File: src/rtl/mem_arb_pkg.sv
// Shared definitions for the memory port arbiter: FSM encoding and the
// starvation counter width.
package mem_arb_pkg;

  typedef enum logic [1:0] {
    StIdle  = 2'b00,
    StBusyI = 2'b01,
    StBusyD = 2'b10
  } arbState_t;

  localparam int unsigned STARVE_CNT_W = 4;

endpackage

File: src/rtl/arb_starve_counter.sv
// Counts back-to-back data grants taken while fetch is waiting and flags when
// the tolerated limit is reached.
module arb_starve_counter
  import mem_arb_pkg::*;
#(
  parameter int unsigned STARVE_MAX = 4
) (
  input  logic clk,
  input  logic rst,
  input  logic incr,
  input  logic clear,
  output logic atMax
);

  logic [STARVE_CNT_W-1:0] cntQ;

  assign atMax = (cntQ == STARVE_CNT_W'(STARVE_MAX));

  // Clear wins over increment; the count saturates at the limit.
  always_ff @(posedge clk or posedge rst) begin
    if (rst) begin
      cntQ <= '0;
    end else if (clear) begin
      cntQ <= '0;
    end else if (incr && !atMax) begin
      cntQ <= cntQ + 1'b1;
    end
  end

endmodule

File: src/rtl/mem_port_arbiter.sv
// Shares one single-ported memory between the fetch port and the data port.
// Data has strict priority; define ARB_STARVE_GUARD_EN to force a fetch grant
// after STARVE_MAX consecutive data grants taken while fetch was waiting.
module mem_port_arbiter
  import mem_arb_pkg::*;
#(
  parameter int unsigned ADDR_W     = 32,
  parameter int unsigned DATA_W     = 32,
  parameter int unsigned STARVE_MAX = 4
) (
  input  logic              clk,
  input  logic              rst,
  input  logic              i_req,
  input  logic [ADDR_W-1:0] i_addr,
  output logic [DATA_W-1:0] i_rdata,
  output logic              i_ack,
  input  logic              d_req,
  input  logic              d_we,
  input  logic [ADDR_W-1:0] d_addr,
  input  logic [DATA_W-1:0] d_wdata,
  output logic [DATA_W-1:0] d_rdata,
  output logic              d_ack,
  output logic              m_req,
  output logic              m_we,
  output logic [ADDR_W-1:0] m_addr,
  output logic [DATA_W-1:0] m_wdata,
  input  logic [DATA_W-1:0] m_rdata,
  input  logic              m_ack,
  output logic              if_stall,
  output logic              mem_stall,
  output logic              gnt_d
);

  arbState_t         stateQ, stateD;
  logic              grantI, grantD;
  logic              forceFetch;
  logic              mReqQ, mWeQ;
  logic [ADDR_W-1:0] mAddrQ;
  logic [DATA_W-1:0] mWdataQ;

`ifdef ARB_STARVE_GUARD_EN
  logic starveAtMax;

  arb_starve_counter #(
    .STARVE_MAX(STARVE_MAX)
  ) uStarve (
    .clk  (clk),
    .rst  (rst),
    .incr (grantD & i_req),
    .clear(grantI | ((stateQ == StIdle) & ~i_req)),
    .atMax(starveAtMax)
  );

  assign forceFetch = starveAtMax & i_req;
`else
  logic unusedStarveMax;
  assign unusedStarveMax = ^STARVE_MAX;
  assign forceFetch      = 1'b0;
`endif

  // State register.
  always_ff @(posedge clk or posedge rst) begin
    if (rst) begin
      stateQ <= StIdle;
    end else begin
      stateQ <= stateD;
    end
  end

  // Next-state and grant decode; arbitration only happens in idle.
  always_comb begin
    stateD = stateQ;
    grantI = 1'b0;
    grantD = 1'b0;
    unique case (stateQ)
      StIdle: begin
        if (d_req && !forceFetch) begin
          stateD = StBusyD;
          grantD = 1'b1;
        end else if (i_req) begin
          stateD = StBusyI;
          grantI = 1'b1;
        end
      end
      StBusyI, StBusyD: begin
        if (m_ack) stateD = StIdle;
      end
      default: stateD = StIdle;
    endcase
  end

  // Per-port acks are combinational on m_ack so the requester sees completion
  // in the same cycle the memory answers.
  always_comb begin
    i_ack = (stateQ == StBusyI) & m_ack;
    d_ack = (stateQ == StBusyD) & m_ack;
    gnt_d = (stateQ == StBusyD);
  end

  // Memory-side request registers: latched on grant, held until the ack.
  always_ff @(posedge clk or posedge rst) begin
    if (rst) begin
      mReqQ   <= 1'b0;
      mWeQ    <= 1'b0;
      mAddrQ  <= '0;
      mWdataQ <= '0;
    end else if (grantD) begin
      mReqQ   <= 1'b1;
      mWeQ    <= d_we;
      mAddrQ  <= d_addr;
      mWdataQ <= d_wdata;
    end else if (grantI) begin
      mReqQ  <= 1'b1;
      mWeQ   <= 1'b0;
      mAddrQ <= i_addr;
    end else if ((stateQ != StIdle) && m_ack) begin
      mReqQ <= 1'b0;
      mWeQ  <= 1'b0;
    end
  end

  assign m_req     = mReqQ;
  assign m_we      = mWeQ;
  assign m_addr    = mAddrQ;
  assign m_wdata   = mWdataQ;
  assign i_rdata   = m_rdata;
  assign d_rdata   = m_rdata;
  assign if_stall  = i_req & ~i_ack;
  assign mem_stall = d_req & ~d_ack;

endmodule
File: config.mk
export PLATFORM = sky130hd
export DESIGN_NAME = mem_port_arbiter
export DESIGN_NICKNAME = d
export VERILOG_FILES = /design/src/rtl/mem_arb_pkg.sv /design/src/rtl/arb_starve_counter.sv /design/src/rtl/mem_port_arbiter.sv
export SDC_FILE = /design/constraint.sdc
export NUM_CORES = 1
export LEC_CHECK = 0
export CAP_MARGIN = 10
export CORE_MARGIN = 2
export CORE_UTILIZATION = 32
export CTS_CLUSTER_SIZE = 12
export DETAILED_ROUTE_END_ITERATION = 10
export PLACE_DENSITY = 0.9
export SLEW_MARGIN = 20
export SYNTH_ARGS = -nofsm -noshare
export SYNTH_HDL_FRONTEND = slang
export SYNTH_SLANG_ARGS = --single-unit
File: constraint.sdc
create_clock -name clk -period 2.1 [get_ports clk]
set_clock_uncertainty 0.1 [all_clocks]
set_input_delay 0.315 -clock clk [delete_from_list [all_inputs] [get_ports clk]]
set_output_delay 0.315 -clock clk [all_outputs]
set_load 0.01 [all_outputs]
## After elaboration in Yosys (flattened, before gate mapping)

Index checks and enable logic that the tools add are counted.

- Equal/unequal tests: 4
- Muxes and demuxes: 16
- Bitwise gates (word level): 6
- Reductions and logical operators: 7

Operators by type and width:

| kind | count |
|---|---|
| $mux 32 | 2 |
| $mux 1 | 10 |
| $mux 2 | 3 |
| $and 1x1->1 | 4 |
| $pmux 2 s2 | 1 |
| $reduce_bool 2->1 | 2 |
| $ne 3x3->1 const B | 1 |
| $reduce_bool 3->1 | 1 |
| $eq 2x1->1 const B | 1 |
| $eq 2x2->1 const B | 1 |
| $logic_not 2->1 | 1 |
| $ne 2x2->1 const B | 1 |
| $not 1->1 | 2 |
| $reduce_and 2->1 | 1 |
| $reduce_or 2->1 | 1 |
| $logic_and 1x1->1 | 1 |

- Register bits after elaboration: 68
- Input port bits: 134
- Output and inout port bits: 135
- Logic and storage cells: 38

## Depth between registers and ports, before layout

Gate-level depths: netlist of run 1.

- Word-level depth: 5
- Gate-level depth with buffers: 6
- Gate-level depth less buffers: 5

## Worst setup path before layout of run 1

OpenSTA, ideal clock, no wires.

- Kind: reg2reg
- From: reg stateQ[0]
- To: reg mWdataQ[12], in the netlist m_wdata[12]
- Library setup time: 0.125 ns
- Arrival: 1.505 ns
- Data required time: 1.875 ns
- Path slack: 0.370 ns
- Cell stages (with the launch flop): 7
- Buffers on the path: 2
- Clock period less this slack: 1.730 ns
- Cells stage by stage: dfrtp_1 -> inv_1 -> ha_1 -> and2_1 -> buf_2 -> buf_2 -> mux2_2

- Cells in the longest elaborated chain, start to end: 2

Ends and longest elaborated chain:

| item | line | text |
|---|---|---|
| from (decl) | mem_port_arbiter.sv:34 | `arbState_t stateQ, stateD;` |
| from (signal assigned) | mem_port_arbiter.sv:64 | `stateQ <= StIdle;` |
| from (signal assigned) | mem_port_arbiter.sv:66 | `stateQ <= stateD;` |
| $logic_not 2->1 | mem_port_arbiter.sv:75 | `unique case (stateQ)` |
| $mux 1 | mem_port_arbiter.sv:75 |  |
| to (signal assigned) | mem_port_arbiter.sv:111 | `mWdataQ <= d_wdata;` |
| to (decl) | mem_port_arbiter.sv:39 | `logic [DATA_W-1:0] mWdataQ;` |

Every way passes these cells.
A chain may end at the register's enable or synchronous reset.

## Worst setup path after layout of run 1

- From: reg stateQ[1]
- To: out if_stall

- Cells in the longest elaborated chain, start to end: 4

Ends and longest elaborated chain:

| item | line | text |
|---|---|---|
| $eq 2x1->1 | mem_port_arbiter.sv:95 | `i_ack = (stateQ == StBusyI) & m_ack;` |
| $and 1x1->1 | mem_port_arbiter.sv:95 |  |
| $not 1->1 | mem_port_arbiter.sv:128 | `assign if_stall = i_req & ~i_ack;` |
| $and 1x1->1 | mem_port_arbiter.sv:128 |  |
| to (decl) | mem_port_arbiter.sv:29 | `output logic if_stall,` |

Every way passes these cells.

==> results_dict.tcl, run 1 <==
set metrics [dict create \
    insertion_delay_ps 320 \
    vias 2321 \
    peakVddDrop_mv 0.722 \
    start_util 0.328 \
    powerDensity_nw_per_um2 1380 \
    grt_max_degree 69 \
    r2r_end "m_addr[13]$_DFFE_PP0P_" \
    cp-start-kind "flip-flop" \
    ff2ff_setup_slack_ps 220 \
    tightest_slew_ps 355 \
    cts_tree "built" \
    layout_commonest_cell "clkdlybuf4s50_1" \
    grt_antenna_before_repair 0 \
    p_leak_nw 2.42 \
    fin_total_pwr_w 0.00755 \
    path_clk_slew_ps 50 \
    final_cell_mix "clkdlybuf4s50_1, dfrtp_1, mux2_4" \
    drcViolationCount 0 \
    grt_pass1_vias 2520 \
    viasPerCell 4.40 \
    dr.max_layer_used "met4" \
    syn_avg_cell_area_um2 14.2 \
    wl_met3_um 725 \
    finalHoldViolCount 0 \
    wirelength_um 8290 \
    drtPass1Iterations 4 \
    status "finished clean" \
    yosys_warnings 0 \
    synthToLayoutAreaGrowth_pct 46.2 \
    grt_pass1_wl_um 13000 \
    cts.sinks 68 \
    root_buffer "clkbuf_16" \
    grt_usage 0.133 \
    fin_nets 519 \
    max_freq_mhz 517 \
    reg2reg_depth 6 \
    rows 39 \
    layout.cells.non_filler 528 \
    worst-endpoint-arrival_ps 1520 \
    wl_per_cell_um 15.7 \
    ys_seq_area_frac 0.454 \
    wl_met2_um 4100 \
    drt-met1-wl_um 3190 \
    drt_iter0_drc 50 \
    cts_buffer_depth 2 \
    crit_start "stateQ[1]$_DFFE_PP0P_" \
    cts_buffers 9 \
    crit_end "if_stall" \
    slew_violations 0 \
    setup_viol 0 \
    netlist_area_um2 3750 \
    grt_overflow 0 \
    port_buffers 172 \
    core-area_um2 11400 \
    slew_headroom 0.763 \
    cts_max_level 3 \
    drive_gt1_frac 0.317 \
    synth_cell_types 20 \
    synth_cells 263 \
    path_max_fanout 4 \
    die_area_um2 12600 \
    crit_required_ps 1680 \
    hold_class "in -> async" \
    synth_nets 401 \
    ys_ff_latch 68 \
    post-dp-hpwl_um 6340 \
    place_inst 513 \
    end_kind "primary output" \
    cts_hold_buf 0 \
    place_congestion 0.744 \
    post_cts_buffers 0 \
    r2r-start "stateQ[1]$_DFFE_PP0P_" \
    n_antenna_cell 0 \
    period_needed_ps 1930 \
    io_pins 269 \
    cap_violations 0 \
    antenna_left 0 \
    cts_resized 4 \
    period_share 0.921 \
    die_h_um 112 \
    rsz0062_at_grt "no" \
    crit_type "reg -> out" \
    die_w_um 112 \
]
registers in the layout, summed over array words and instances, names as in the netlist:
signal	flops
stateQ	2
m_req	1
m_addr	32
m_we	1
m_wdata	32
power breakdown:
group	leakage [nW]	internal [W]	switching (W)
logic	1.48	0.00251	0.00132
registers	0.799	0.00199	0.000368
clock network	0.135	0.000852	0.000506
total	2.42	0.00535	0.00220
kinds of logic after synthesis:
group | share of synthesized area
buffers and inverters | 0.153
AND/OR/NAND/NOR | 0.0214
adder cells (fa/ha/maj) | 0.0134
multiplexers | 0.352
flip-flops | 0.454
AO/OA/AOI/OAI | 0.00568
worst min-delay path by stage:
stage | from | endpoint | slack, ps
after floorplan | d_we | m_we$_DFFE_PP0P_ | 340
after global placement | m_req$_DFFE_PP0P_ | m_req$_DFFE_PP0P_ | 360
after detailed placement | m_req$_DFFE_PP0P_ | m_req$_DFFE_PP0P_ | 380
after CTS | rst | m_wdata[23]$_DFFE_PP0P_ | 350
after global routing | rst | m_wdata[23]$_DFFE_PP0P_ | 380
final | rst | m_wdata[23]$_DFFE_PP0P_ | 340
worst max-delay path: stages, from the launching register on:
cell and delay (ps):
dfrtp_1 340, inv_1 80, ha_1 170, and2_1 160, nor2b_1 120, dlygate4sd2_1 310
cell type report:
cell class	instances	area (µm²)
fillers	1001	5940
repair buffers	181	1840
flip-flops and latches	68	1700
multi-input cells	117	1470
clock buffers	13	260
well taps	143	179
inverters	4	18.8
clock inverters	2	10.0
routing by layer:
metal  vias to the layer above  track usage
li1                       1066            -
met1                      1091        0.145
met2                       127        0.229
met3                        37       0.0362
met4                         0       0.0797
met5                         -            0
through the flow:
| stage | TNS (ps) | hold slack [ps] | setup WS, ps | util | cell area, µm² |
|---|---|---|---|---|---|
| 6_report | 0 | 338 | 166 | 0.480 | 5480 |
| 5_1_grt | 0 | 379 | 30.4 | 0.480 | 5480 |
| 4_1_cts | 0 | 353 | 4.43 | 0.480 | 5480 |
| 3_5_place_dp | -3.63 | 378 | -3.63 | 0.456 | 5210 |
| 3_3_place_gp | 0 | 361 | 41.6 | 0.456 | 5210 |
| 2_1_floorplan | 0 | 339 | 370 | - | 3750 |
synth_stat cells, drive strengths merged:
cell / number / share of area
mux2: 96 / 0.35
inv: 4 / 0.0040
dfrtp: 68 / 0.45
nand2: 3 / 0.0057
o2bb2ai: 1 / 0.0023
nand3b: 1 / 0.0020
buf: 74 / 0.15
nor3b: 1 / 0.0020
a21oi: 1 / 0.0013
nand2b: 2 / 0.0033
mux2i: 2 / 0.0053
and2: 3 / 0.0050
a21o: 1 / 0.0020
ha: 4 / 0.013
nor2b: 2 / 0.0033
No activity file was read; power rests on OpenSTA's default activity.
==> inputs of run 2 (changes only) <==
--- a/config.mk
+++ b/config.mk
@@ -7,10 +7,11 @@
 export LEC_CHECK = 0
 export CAP_MARGIN = 10
 export CORE_MARGIN = 2
-export CORE_UTILIZATION = 32
+export CORE_UTILIZATION = 35
 export CTS_CLUSTER_SIZE = 12
 export DETAILED_ROUTE_END_ITERATION = 10
-export PLACE_DENSITY = 0.9
+export PLACE_DENSITY = 0.93
+export SETUP_SLACK_MARGIN = 0.2
 export SLEW_MARGIN = 20
 export SYNTH_ARGS = -nofsm -noshare
 export SYNTH_HDL_FRONTEND = slang
==> constraint.sdc (replaced) <==
create_clock -name clk -period 1.9 [get_ports clk]
set_clock_uncertainty 0.1 [all_clocks]
set_input_delay 0.285 -clock clk [delete_from_list [all_inputs] [get_ports clk]]
set_output_delay 0.285 -clock clk [all_outputs]
set_load 0.01 [all_outputs]
==> results_dict.tcl, run 2 (synthesized netlist as in run 1, its figures left out) <==
set metrics [dict create \
    viasPerCell 4.63 \
    end_kind "flip-flop" \
    root_buffer "clkbuf_8" \
    insertion_delay_ps 330 \
    place_congestion 0.786 \
    fin_total_pwr_w 0.00814 \
    drt_iter0_drc 69 \
    slew_headroom 0.756 \
    synthToLayoutAreaGrowth_pct 47.7 \
    n_antenna_cell 0 \
    grt_pass1_wl_um 13200 \
    max_freq_mhz 556 \
    cts_tree "built" \
    drive_gt1_frac 0.364 \
    grt_usage 0.149 \
    start_util 0.361 \
    tightest_slew_ps 365 \
    hold_class "in -> async" \
    placedInstanceArea_um2 5250 \
    setup_viol 0 \
    slew_violations 0 \
    powerDensity_nw_per_um2 1470 \
    grt_max_degree 69 \
    cap_violations 0 \
    rows 37 \
    p_leak_nw 2.47 \
    die_w_um 107 \
    n_fill_cell 877 \
    cts_buffer_depth 2 \
    drcViolationCount 0 \
    rsz0062_at_grt "yes" \
    period_share 0.946 \
    post-dp-hpwl_um 6490 \
    layout_commonest_cell "clkdlybuf4s50_1" \
    grt_antenna_before_repair 0 \
    cp-start-kind "flip-flop" \
    peakVddDrop_mv 0.723 \
    antenna_left 0 \
    cts.sinks 68 \
    multi_input_area_um2 1500 \
    worst-endpoint-arrival_ps 1910 \
    utilization 0.533 \
    wirelength_um 8780 \
    cts_hold_buf 0 \
    crit_required_ps 2010 \
    drtPass1Iterations 4 \
    grt_overflow 0 \
    die_h_um 107 \
    core-area_um2 10400 \
    vias 2472 \
    status "finished clean" \
    port_buffers 172 \
    fin_area_um2 5530 \
    path_clk_slew_ps 70 \
    cts_buffers 9 \
    grt_pass1_vias 2672 \
    period_needed_ps 1800 \
    crit_type "reg -> reg" \
    path_max_fanout 9 \
    die_area_um2 11500 \
    final_cell_mix "clkdlybuf4s50_1, dfrtp_1, mux2_4" \
    wl_per_cell_um 16.4 \
    finalHoldViolCount 0 \
    ff_latch_area_um2 1700 \
    io_pins 269 \
    fin_nets 531 \
    cts_max_level 3 \
]
==> run 2: changes by cell type in the layout (fill, tap and decap cells not counted), sizes merged <==
cell,previous run,this run
clkdlybuf4s50,168,162
dlygate4sd2,3,0
clkdlybuf4s15,0,1
buf,9,24
dlymetal6s2s,1,5
clkbuf,13,15
==> run 2: final timing paths <==
kind | startpoint | to | slack, ps | depth (start not counted)
worst max-delay path | stateQ[0]$_DFFE_PP0P_ | m_addr[16]$_DFFE_PP0P_ | 100 | 7
worst min-delay path | rst | m_wdata[27]$_DFFE_PP0P_ | 300 | 3
worst max register to register | stateQ[0]$_DFFE_PP0P_ | m_addr[16]$_DFFE_PP0P_ | 100 | 7
worst min register to register | m_req$_DFFE_PP0P_ | m_req$_DFFE_PP0P_ | 380 | 1
max in group asynchronous | rst | m_addr[10]$_DFFE_PP0P_ | 1100 | 3
min in group clk | m_req$_DFFE_PP0P_ | m_req$_DFFE_PP0P_ | 380 | 1
==> run 2: per-stage QoR <==
stage                     hold WS (ps)  std cells  setup slack (ps)  TNS, ps
after CTS                          297        532               101        0
after detailed placement           373        512              -153    -4100
after global routing               323        534              48.3        0
after floorplan                    309        263               188        0
final                              303        534               102        0
after global placement             361        512              -131    -3840
==> run 2: what timing repair did <==
action	CTS	global route
gates resized for setup	30	8
buffers inserted	3	1
cloned	1	1
endpoints found under the setup margin	69	74
==> run 2: layout make-up <==
type / count / share of cell area
clock buffers: 14 / 0.0276
multi-input cells: 117 / 0.272
well taps: 136 / 0.0308
repair buffers: 193 / 0.357
flip-flops and latches: 68 / 0.308
inverters: 4 / 0.00339
clock inverters: 2 / 0.00181
==> run 2: where the power goes <==
group / switching [W] / total [W] / internal, W
Combinational: 0.00155 / 0.00453 / 0.00299
Sequential: 0.000412 / 0.00260 / 0.00219
Clock: 0.000494 / 0.00100 / 0.000508
==> run 2: per-layer routing <==
layer  vias to the layer above  share of wire  GRT usage
li1                       1094              -          -
met1                      1203           0.35      0.148
met2                       139           0.52      0.271
met3                        36          0.093     0.0539
met4                         0          0.034     0.0797
met5                         -              0          0
==> run 2: worst max-delay path, cell delays in order, from the launching register on <==
cell and delay [ps]:
dfrtp_1 390, inv_2 90, buf_6 110, ha_4 160
nand2_8 100, buf_12 180, mux2_4 290, mux2_4 250
==> inputs of run 3 (changes only) <==
--- a/config.mk
+++ b/config.mk
@@ -8,6 +8,7 @@
 export CAP_MARGIN = 10
 export CORE_MARGIN = 2
 export CORE_UTILIZATION = 35
+export CTS_CLUSTER_DIAMETER = 30
 export CTS_CLUSTER_SIZE = 12
 export DETAILED_ROUTE_END_ITERATION = 10
 export PLACE_DENSITY = 0.93
==> results of run 3 <==
The final DEF is identical to that of run 2; final timing and power are the same.
